<file path="src/rtl/mips_fetch_stage_if.sv">
// Instruction-memory request/acknowledge bus between the fetch stage and imem.
interface mips_fetch_stage_if #(
    parameter int unsigned AW = 32,
    parameter int unsigned IW = 32
);
    logic          ImemReq;
    logic [AW-1:0] ImemAddr;
    logic [IW-1:0] ImemData;
    logic          ImemAck;

    modport master (
        output ImemReq,
        output ImemAddr,
        input  ImemData,
        input  ImemAck
    );

    modport slave (
        input  ImemReq,
        input  ImemAddr,
        output ImemData,
        output ImemAck
    );
endinterface

</file>
<file path="src/rtl/mips_fetch_stage.sv">
// Instruction fetch stage: PC, imem request, one-entry skid buffer and IF/ID register
// with redirect and flush handling from later pipeline stages.
module mips_fetch_stage #(
    parameter int unsigned   AW  = 32,
    parameter int unsigned   IW  = 32,
    parameter logic [IW-1:0] NOP = '0
) (
    input  logic               CLK,
    input  logic               Reset,
    input  logic [AW-1:0]      startPC,
    input  logic               Stall,
    input  logic               Flush,
    input  logic               RedirectValid,
    input  logic [AW-1:0]      RedirectPC,
    mips_fetch_stage_if.master imem,
    output logic [IW-1:0]      IF_ID_Instr,
    output logic [AW-1:0]      IF_ID_PCPlus4,
    output logic               IF_ID_Valid,
    output logic               Misalign
);

    typedef enum logic {
        FETCH,
        HOLD
    } state_t;

    state_t        state_q, state_d;
    logic [AW-1:0] pc_q, pc_d;
    logic [IW-1:0] skid_instr_q, skid_instr_d;
    logic [AW-1:0] skid_pc4_q, skid_pc4_d;
    logic [IW-1:0] ifid_instr_q, ifid_instr_d;
    logic [AW-1:0] ifid_pc4_q, ifid_pc4_d;
    logic          ifid_valid_q, ifid_valid_d;
    logic          misalign_q, misalign_d;

    logic [AW-1:0] pc_plus4;
    logic          ack;

    assign pc_plus4      = pc_q + AW'(4);
    assign imem.ImemReq  = (state_q == FETCH) && !Reset;
    assign imem.ImemAddr = pc_q;
    assign ack           = imem.ImemAck && (state_q == FETCH);

    assign IF_ID_Instr   = ifid_instr_q;
    assign IF_ID_PCPlus4 = ifid_pc4_q;
    assign IF_ID_Valid   = ifid_valid_q;
    assign Misalign      = misalign_q;

    always_comb begin
        state_d      = state_q;
        pc_d         = pc_q;
        skid_instr_d = skid_instr_q;
        skid_pc4_d   = skid_pc4_q;
        ifid_instr_d = ifid_instr_q;
        ifid_pc4_d   = ifid_pc4_q;
        ifid_valid_d = ifid_valid_q;
        misalign_d   = 1'b0;

        if (RedirectValid) begin
            // Acked data is dropped; the skid contents die implicitly by leaving HOLD.
            pc_d       = {RedirectPC[AW-1:2], 2'b00};
            state_d    = FETCH;
            misalign_d = |RedirectPC[1:0];
            if (Flush) begin
                ifid_valid_d = 1'b0;
                ifid_instr_d = NOP;
            end
        end else if (Flush) begin
            ifid_valid_d = 1'b0;
            ifid_instr_d = NOP;
            state_d      = FETCH;
            if (ack) begin
                pc_d = pc_plus4;
            end
        end else begin
            unique case (state_q)
                FETCH: begin
                    if (ack) begin
                        pc_d = pc_plus4;
                        if (Stall) begin
                            skid_instr_d = imem.ImemData;
                            skid_pc4_d   = pc_plus4;
                            state_d      = HOLD;
                        end else begin
                            ifid_instr_d = imem.ImemData;
                            ifid_pc4_d   = pc_plus4;
                            ifid_valid_d = 1'b1;
                        end
                    end else if (!Stall) begin
                        ifid_valid_d = 1'b0;
                        ifid_instr_d = NOP;
                    end
                end
                HOLD: begin
                    if (!Stall) begin
                        ifid_instr_d = skid_instr_q;
                        ifid_pc4_d   = skid_pc4_q;
                        ifid_valid_d = 1'b1;
                        state_d      = FETCH;
                    end
                end
                default: state_d = FETCH;
            endcase
        end
    end

    always_ff @(posedge CLK) begin
        if (Reset) begin
            state_q      <= FETCH;
            pc_q         <= startPC;
            skid_instr_q <= NOP;
            skid_pc4_q   <= '0;
            ifid_instr_q <= NOP;
            ifid_pc4_q   <= '0;
            ifid_valid_q <= 1'b0;
            misalign_q   <= 1'b0;
        end else begin
            state_q      <= state_d;
            pc_q         <= pc_d;
            skid_instr_q <= skid_instr_d;
            skid_pc4_q   <= skid_pc4_d;
            ifid_instr_q <= ifid_instr_d;
            ifid_pc4_q   <= ifid_pc4_d;
            ifid_valid_q <= ifid_valid_d;
            misalign_q   <= misalign_d;
        end
    end

endmodule

</file>
<file path="src/flat_wrapper.sv">
// flat-port wrapper written by rule: the top's interface ports become plain ports
module mips_fetch_stage_flat 
#(
    parameter int unsigned   AW  = 32,
    parameter int unsigned   IW  = 32,
    parameter logic [IW-1:0] NOP = '0
)
  (CLK, Reset, startPC, Stall, Flush, RedirectValid, RedirectPC, IF_ID_Instr, IF_ID_PCPlus4, IF_ID_Valid, Misalign, imem_ImemReq, imem_ImemAddr, imem_ImemData, imem_ImemAck);
  mips_fetch_stage_if #(.AW(AW), .IW(IW)) imem_i ();
  input  logic CLK;
  input  logic Reset;
  input  logic [AW-1:0] startPC;
  input  logic Stall;
  input  logic Flush;
  input  logic RedirectValid;
  input  logic [AW-1:0] RedirectPC;
  output logic [IW-1:0] IF_ID_Instr;
  output logic [AW-1:0] IF_ID_PCPlus4;
  output logic IF_ID_Valid;
  output logic Misalign;
  output wire logic [$bits(imem_i.ImemReq)-1:0] imem_ImemReq;
  output wire logic [$bits(imem_i.ImemAddr)-1:0] imem_ImemAddr;
  input wire logic [$bits(imem_i.ImemData)-1:0] imem_ImemData;
  input wire logic [$bits(imem_i.ImemAck)-1:0] imem_ImemAck;
  assign imem_ImemReq = imem_i.ImemReq;
  assign imem_ImemAddr = imem_i.ImemAddr;
  assign imem_i.ImemData = imem_ImemData;
  assign imem_i.ImemAck = imem_ImemAck;
  mips_fetch_stage #(.AW(AW), .IW(IW), .NOP(NOP)) u_core (.CLK(CLK), .Reset(Reset), .startPC(startPC), .Stall(Stall), .Flush(Flush), .RedirectValid(RedirectValid), .RedirectPC(RedirectPC), .imem(imem_i), .IF_ID_Instr(IF_ID_Instr), .IF_ID_PCPlus4(IF_ID_PCPlus4), .IF_ID_Valid(IF_ID_Valid), .Misalign(Misalign));
endmodule
</file>
<file path="config.mk">
export PLATFORM = sky130hd
export DESIGN_NAME = mips_fetch_stage_flat
export DESIGN_NICKNAME = d
export VERILOG_FILES = /design/src/rtl/mips_fetch_stage_if.sv /design/src/rtl/mips_fetch_stage.sv /design/src/flat_wrapper.sv
export SDC_FILE = /design/constraint.sdc
export NUM_CORES = 1
export LEC_CHECK = 0
export CAP_MARGIN = 20
export CELL_PAD_IN_SITES_DETAIL_PLACEMENT = 0
export CELL_PAD_IN_SITES_GLOBAL_PLACEMENT = 2
export CORE_UTILIZATION = 28
export CTS_CLUSTER_DIAMETER = 150
export CTS_CLUSTER_SIZE = 30
export DETAILED_ROUTE_END_ITERATION = 10
export PLACE_DENSITY = 0.92
export SYNTH_ARGS = -nofsm -noshare
export SYNTH_HDL_FRONTEND = slang
export SYNTH_SLANG_ARGS = --single-unit
</file>
<file path="constraint.sdc">
create_clock -name CLK -period 2.5 [get_ports CLK]
set_input_delay 0.375 -clock CLK [delete_from_list [all_inputs] [get_ports CLK]]
set_output_delay 0.375 -clock CLK [all_outputs]
set_load 0.02 [all_outputs]
</file>
After elaboration in Yosys (flattened, before gate mapping)
Index checks and enable logic that the tools add are counted.
{ "op_classes": {"add_sub_neg": 1, "eq_ne": 8, "n_mux": 27, "bitwise": 3, "n_reduce_logical": 10} }
{ "op_table": {"columns": ["operator", "count"], "rows": [
  ["32-bit 2-to-1 mux", 15],
  ["32-bit one-hot mux with 2 select lines", 2],
  ["32-bit by 3-bit adder with 32-bit output (second input constant)", 1],
  ["5-bit AND reduction", 2],
  ["1-bit 2-to-1 mux", 8],
  ["2-bit inequality test (second input constant)", 3],
  ["3-bit inequality test (second input constant)", 2],
  ["4-bit by 3-bit inequality test with 1-bit output (second input constant)", 1],
  ["4-bit inequality test (second input constant)", 1],
  ["1-bit one-hot mux with 2 select lines", 2],
  ["2-bit OR reduction", 2],
  ["1-bit inverter", 3],
  ["3-bit AND reduction", 1],
  ["3-bit OR reduction", 1],
  ["1-bit logical AND", 2],
  ["2-bit by 1-bit inequality test with 1-bit output (second input constant)", 1],
  ["2-bit AND reduction", 1],
  ["1-bit logical NOT", 1]
]} }
{ "totals": {"reg_bits": 163, "in_bits": 102, "word_cells": 57} }

Longest topological paths before layout
{ "logic_depth": {"depth_word": 7, "mapped_depth": 8, "ltp_nobuf": 6} }

Worst setup path after synthesis
Ideal clock, no wire load.
{ "synth_timing": {"kind": "input -> register", "startpoint": "input Reset", "endpoint": "register u_core.pc_q[10], in the netlist u_core.imem.ImemAddr[10] (enable)", "arrival_ns": 1.783, "required_ns": 2.113, "setup_slack_ns": 0.329, "cell_stages": 5, "path_buffers": 3, "path_cell_list": "clkbuf_1 clkbuf_1 nor2_1 clkbuf_1 nand2_1"} }
{ "synth_via": {"elab_chain_cells": 1} }
{ "synth_lines": {"columns": ["element", "line_no", "rtl"], "rows": [
  ["start: declaration", "flat_wrapper.sv:11", "input logic Reset;"],
  ["4-bit inequality test (no line)", null, null],
  ["end signal: assignment", "mips_fetch_stage.sv:110", "pc_q <= startPC;"],
  ["end signal: assignment", "mips_fetch_stage.sv:119", "pc_q <= pc_d;"],
  ["end: declaration", "mips_fetch_stage.sv:28", "logic [AW-1:0] pc_q, pc_d;"]
]} }
Every way passes these cells.
A chain may end at the register's enable or synchronous reset.

Final worst setup path
{ "layout_timing": {"startpoint": "register u_core.pc_q[3], in the netlist u_core.imem.ImemAddr[3]", "endpoint": "register u_core.pc_q[24], in the netlist u_core.imem.ImemAddr[24] (data pin)"} }
{ "layout_via": {"elab_chain_cells": 6} }
{ "layout_lines": {"columns": ["element", "line_no", "rtl"], "rows": [
  ["32-bit by 3-bit adder with 32-bit output *", "mips_fetch_stage.sv:39", "assign pc_plus4 = pc_q + AW'(4);"],
  ["32-bit 2-to-1 mux *", "mips_fetch_stage.sv:72, mips_fetch_stage.sv:78", null],
  ["32-bit 2-to-1 mux", "mips_fetch_stage.sv:76", "unique case (state_q)"],
  ["32-bit 2-to-1 mux *", "mips_fetch_stage.sv:68", "end else if (Flush) begin"],
  ["32-bit 2-to-1 mux *", "mips_fetch_stage.sv:59", "if (RedirectValid) begin"],
  ["32-bit 2-to-1 mux *", "mips_fetch_stage.sv:108", "if (Reset) begin"]
]} }
Every way passes the cells marked *; elsewhere a longest branch is shown, timed or not. The select of a mux whose other input is x is not followed.

==> impl_metrics.env <==
export IMPL_via_count=6975
export IMPL_syn_area_mm2=0.00734
export IMPL_post_route_period_util=0.912
export IMPL_row_count=58
export IMPL_relSlewSlack=0.310
export IMPL_post_drt_wl_per_cell_um=16.8
export IMPL_slew_violations=0
export IMPL_max_slew_worst_pin_slew_ps=1030
export IMPL_post_dp_hpwl_mm=15.9
export IMPL_place_congestion=0.789
export IMPL_drive_above_1_share=0.0710
export IMPL_synth_area_leaders="dfxtp_1 (36%), edfxtp_1 (13%), nand2_1 (9.4%)"
export IMPL_period_minus_slack_ps=2280
export IMPL_die_area_mm2=0.0269
export IMPL_numClockSinks=163
export IMPL_arrival_ps=2450
export IMPL_setup_violations=0
export IMPL_rsz0062_at_grt="false"
export IMPL_hp_start="Reset"
export IMPL_antenna_found_initial=0
export IMPL_multi_input_area_mm2=0.00343
export IMPL_seq_power_share=0.436
export IMPL_setup_worst_path_class="flop to flop"
export IMPL_cts_hold_buffers_added=0
export IMPL_clockBufferDepth=2
export IMPL_seq_area_frac_synth=0.488
export IMPL_synthFlopType="dfxtp_1"
export IMPL_reg2reg_slack_ps=220
export IMPL_clkPwrFrac=0.424
export IMPL_grt_pass1_wl_mm=36.6
export IMPL_status="finished clean"
export IMPL_numPortBuffers=200
export IMPL_hold_path_end="u_core.IF_ID_PCPlus4[14]"
export IMPL_crit_fanout=5
export IMPL_ant_nets=0
export IMPL_finalNonFillerCells=1401
export IMPL_avgSynthCellArea_um2=8.31
export IMPL_intPower_mw=4.90
export IMPL_firstDrtPassIters=5
export IMPL_drc=0
export IMPL_final_util=0.407
export IMPL_post_cts_resized=0
export IMPL_yosysWarnings=0
export IMPL_drt_iter0_markers=512
export IMPL_grt_overflow=0
export IMPL_wl_met1_mm=10.7
export IMPL_grt_pass1_vias=6487
export IMPL_setup_tns_ps=0
export IMPL_synth_fp_nets=986
export IMPL_layout_nets=1160
export IMPL_leakagePower_nw=3.64
export IMPL_ys_types=50
export IMPL_vdd_ir_drop_max_mv=0.392
export IMPL_cp_required_ps=2670
export IMPL_top_layer_used="met4"
export IMPL_dr_wl_met2_mm=11.2
export IMPL_cts_max_level=4
export IMPL_netlist_area_leader_share=0.357
export IMPL_grt_usage=0.176
export IMPL_startpoint_type="flop"
export IMPL_max_cap_violations=0
export IMPL_dp_cells=1368
export IMPL_post_cts_buffers=0
export IMPL_syn_inst=883
export IMPL_power_density_mw_per_mm2=646
export IMPL_holdWs_ps=333
export IMPL_clkTransAtPathRegs_ps=70
export IMPL_final_common_cell="clkdlybuf4s50_1"
export IMPL_hold_path_class="primary input to flop"
export IMPL_postSynthRegisterBits=163
export IMPL_core_area_mm2=0.0255
export IMPL_pin_count=201
export IMPL_reg2reg_from="u_core.imem.ImemAddr[3]"
export IMPL_die_w_um=164
export IMPL_end_kind="flop"
export IMPL_power_switching_share=0.267
export IMPL_synth_area_leader_cell="dfxtp_1"
export IMPL_grt_max_degree=100
export IMPL_comb_power_share=0.141
export IMPL_clock_skew_ps=13.0
export IMPL_finalHoldViolCount=0
export IMPL_die_h_um=164
export IMPL_async_reset_ff_frac=0
export IMPL_clk_latency_ps=440
export IMPL_r2r_end="u_core.imem.ImemAddr[24]"
export IMPL_reg2reg_depth=6
export IMPL_syn2layout_area_growth_pct=41.2
export IMPL_synth_edff_count=32
export IMPL_seqCellArea_mm2=0.00359
export IMPL_n_fill_cell=2524
export IMPL_cts_inserted_buffers=17
export IMPL_wl_met3_mm=1.30
export IMPL_final_cell_mix="clkdlybuf4s50_1 (199), nand2_1 (184), dfxtp_1 (130), a21oi_1 (89)"
export IMPL_power_switching_mw=1.79
export IMPL_hold_depth=2
export IMPL_drt_wl_total_mm=23.5
export IMPL_root_buffer="clkbuf_16"
export IMPL_fmax_mhz=439
export IMPL_postLayoutCellArea_mm2=0.0104
export IMPL_via_per_inst=4.98
export IMPL_place_area_mm2=0.00972
export IMPL_initial_core_util=0.288
export IMPL_cts_tree="built"
-- synth_stat cells, types with 2 or more instances --
cell and instances:
nand4_4 2, o211a_1 2, o22ai_1 18, a21oi_1 89, o21ai_1 8, nor4_1 3, buf_2 8, nor3_2 5
o211ai_1 8, buf_1 8, nand2b_1 9, o31a_1 2, dfxtp_1 131, and3_1 13, o31ai_1 3, o21a_1 2
and4_1 5, clkbuf_1 50, nand2_1 184, a31oi_1 4, xnor2_1 8, o21ai_0 72, inv_1 11, nand4_1 12
a22oi_1 36, nand3_1 13, nor2_1 73, mux2i_1 13, buf_4 3, nor3_1 10, xor2_1 15, or2_1 2
and2_1 2, edfxtp_1 32, a21o_1 2, a211oi_1 11
-- power by group through the flow --
stage / registers, mW / clock network (mW) / logic [mW]
3_5_place_dp: 2.97 / 0 / 0.947
4_1_cts: 2.91 / 2.89 / 0.951
3_3_place_gp: 2.97 / 0 / 0.941
6_report: 2.91 / 2.83 / 0.941
5_1_grt: 2.93 / 3.00 / 1.02
2_1_floorplan: 3.04 / 0 / 0.364
-- worst max-delay path, stage by stage, from the launching register on --
cell      delay, ps
edfxtp_1        420
ha_1            260
nand4_1         280
nor3b_1         490
nand3_1         160
xor2_1          290
o21ai_0         120
-- final cells by class --
| cell class | instances | area share |
|---|---|---|
| flip-flops and latches | 163 | 0.346 |
| multi-input cells | 637 | 0.331 |
| repair buffers | 225 | 0.216 |
| clock buffers | 21 | 0.0486 |
| well taps | 330 | 0.0399 |
| clock inverters | 11 | 0.0132 |
| inverters | 13 | 0.00471 |
| diodes | 1 | 0.000242 |
-- sequential cells by signal, summed over array words and instances (netlist names) --
| register | cells |
|---|---|
| u_core.Misalign | 1 |
| u_core.skid_pc4_q | 32 |
| u_core.IF_ID_Valid | 1 |
| u_core.skid_instr_q | 32 |
| u_core.imem.ImemAddr | 32 |
| u_core.IF_ID_Instr | 32 |
| u_core.IF_ID_PCPlus4 | 32 |
| u_core.state_q | 1 |
-- worst max-delay path by stage --
stage                       startpoint  depth (start not counted)                        to
4_1_cts        u_core.imem.ImemAddr[3]                          6  u_core.imem.ImemAddr[24]
2_1_floorplan                    Reset                          5  u_core.imem.ImemAddr[10]
3_3_place_gp                     Stall                          6     u_core.IF_ID_Instr[6]
6_report       u_core.imem.ImemAddr[3]                          6  u_core.imem.ImemAddr[24]
3_5_place_dp                     Stall                          6     u_core.IF_ID_Instr[6]
5_1_grt        u_core.imem.ImemAddr[3]                          6  u_core.imem.ImemAddr[24]
-- layer usage --
layer  GRT usage  vias up
met3      0.0402       20
li1            -     3441
met4      0.0459        0
met2       0.285      190
met1       0.236     3324
met5           0        -
-- per-stage QoR --
step,setup WS [ps],total power [mW]
after detailed placement,49.5,3.92
after floorplan,329,3.40
final,220,6.69
after CTS,239,6.76
after global placement,120,3.91
after global routing,65.9,6.95
-- cells by family (layout without fill, tap and decap cells) --
| logic type | count (synthesis) | in the layout | synth area share |
|---|---|---|---|
| simple gates | 340 | 340 | 0.211 |
| compound gates | 259 | 259 | 0.206 |
| flops | 163 | 163 | 0.488 |
| buf+inv | 83 | 270 | 0.0464 |
| xor+xnor | 23 | 23 | 0.0275 |
| mux | 14 | 14 | 0.0193 |
| fa+ha+maj | 1 | 1 | 0.00171 |
| other cells | 0 | 1 | 0 |
Note: power is estimated with default switching activity, not from simulation.
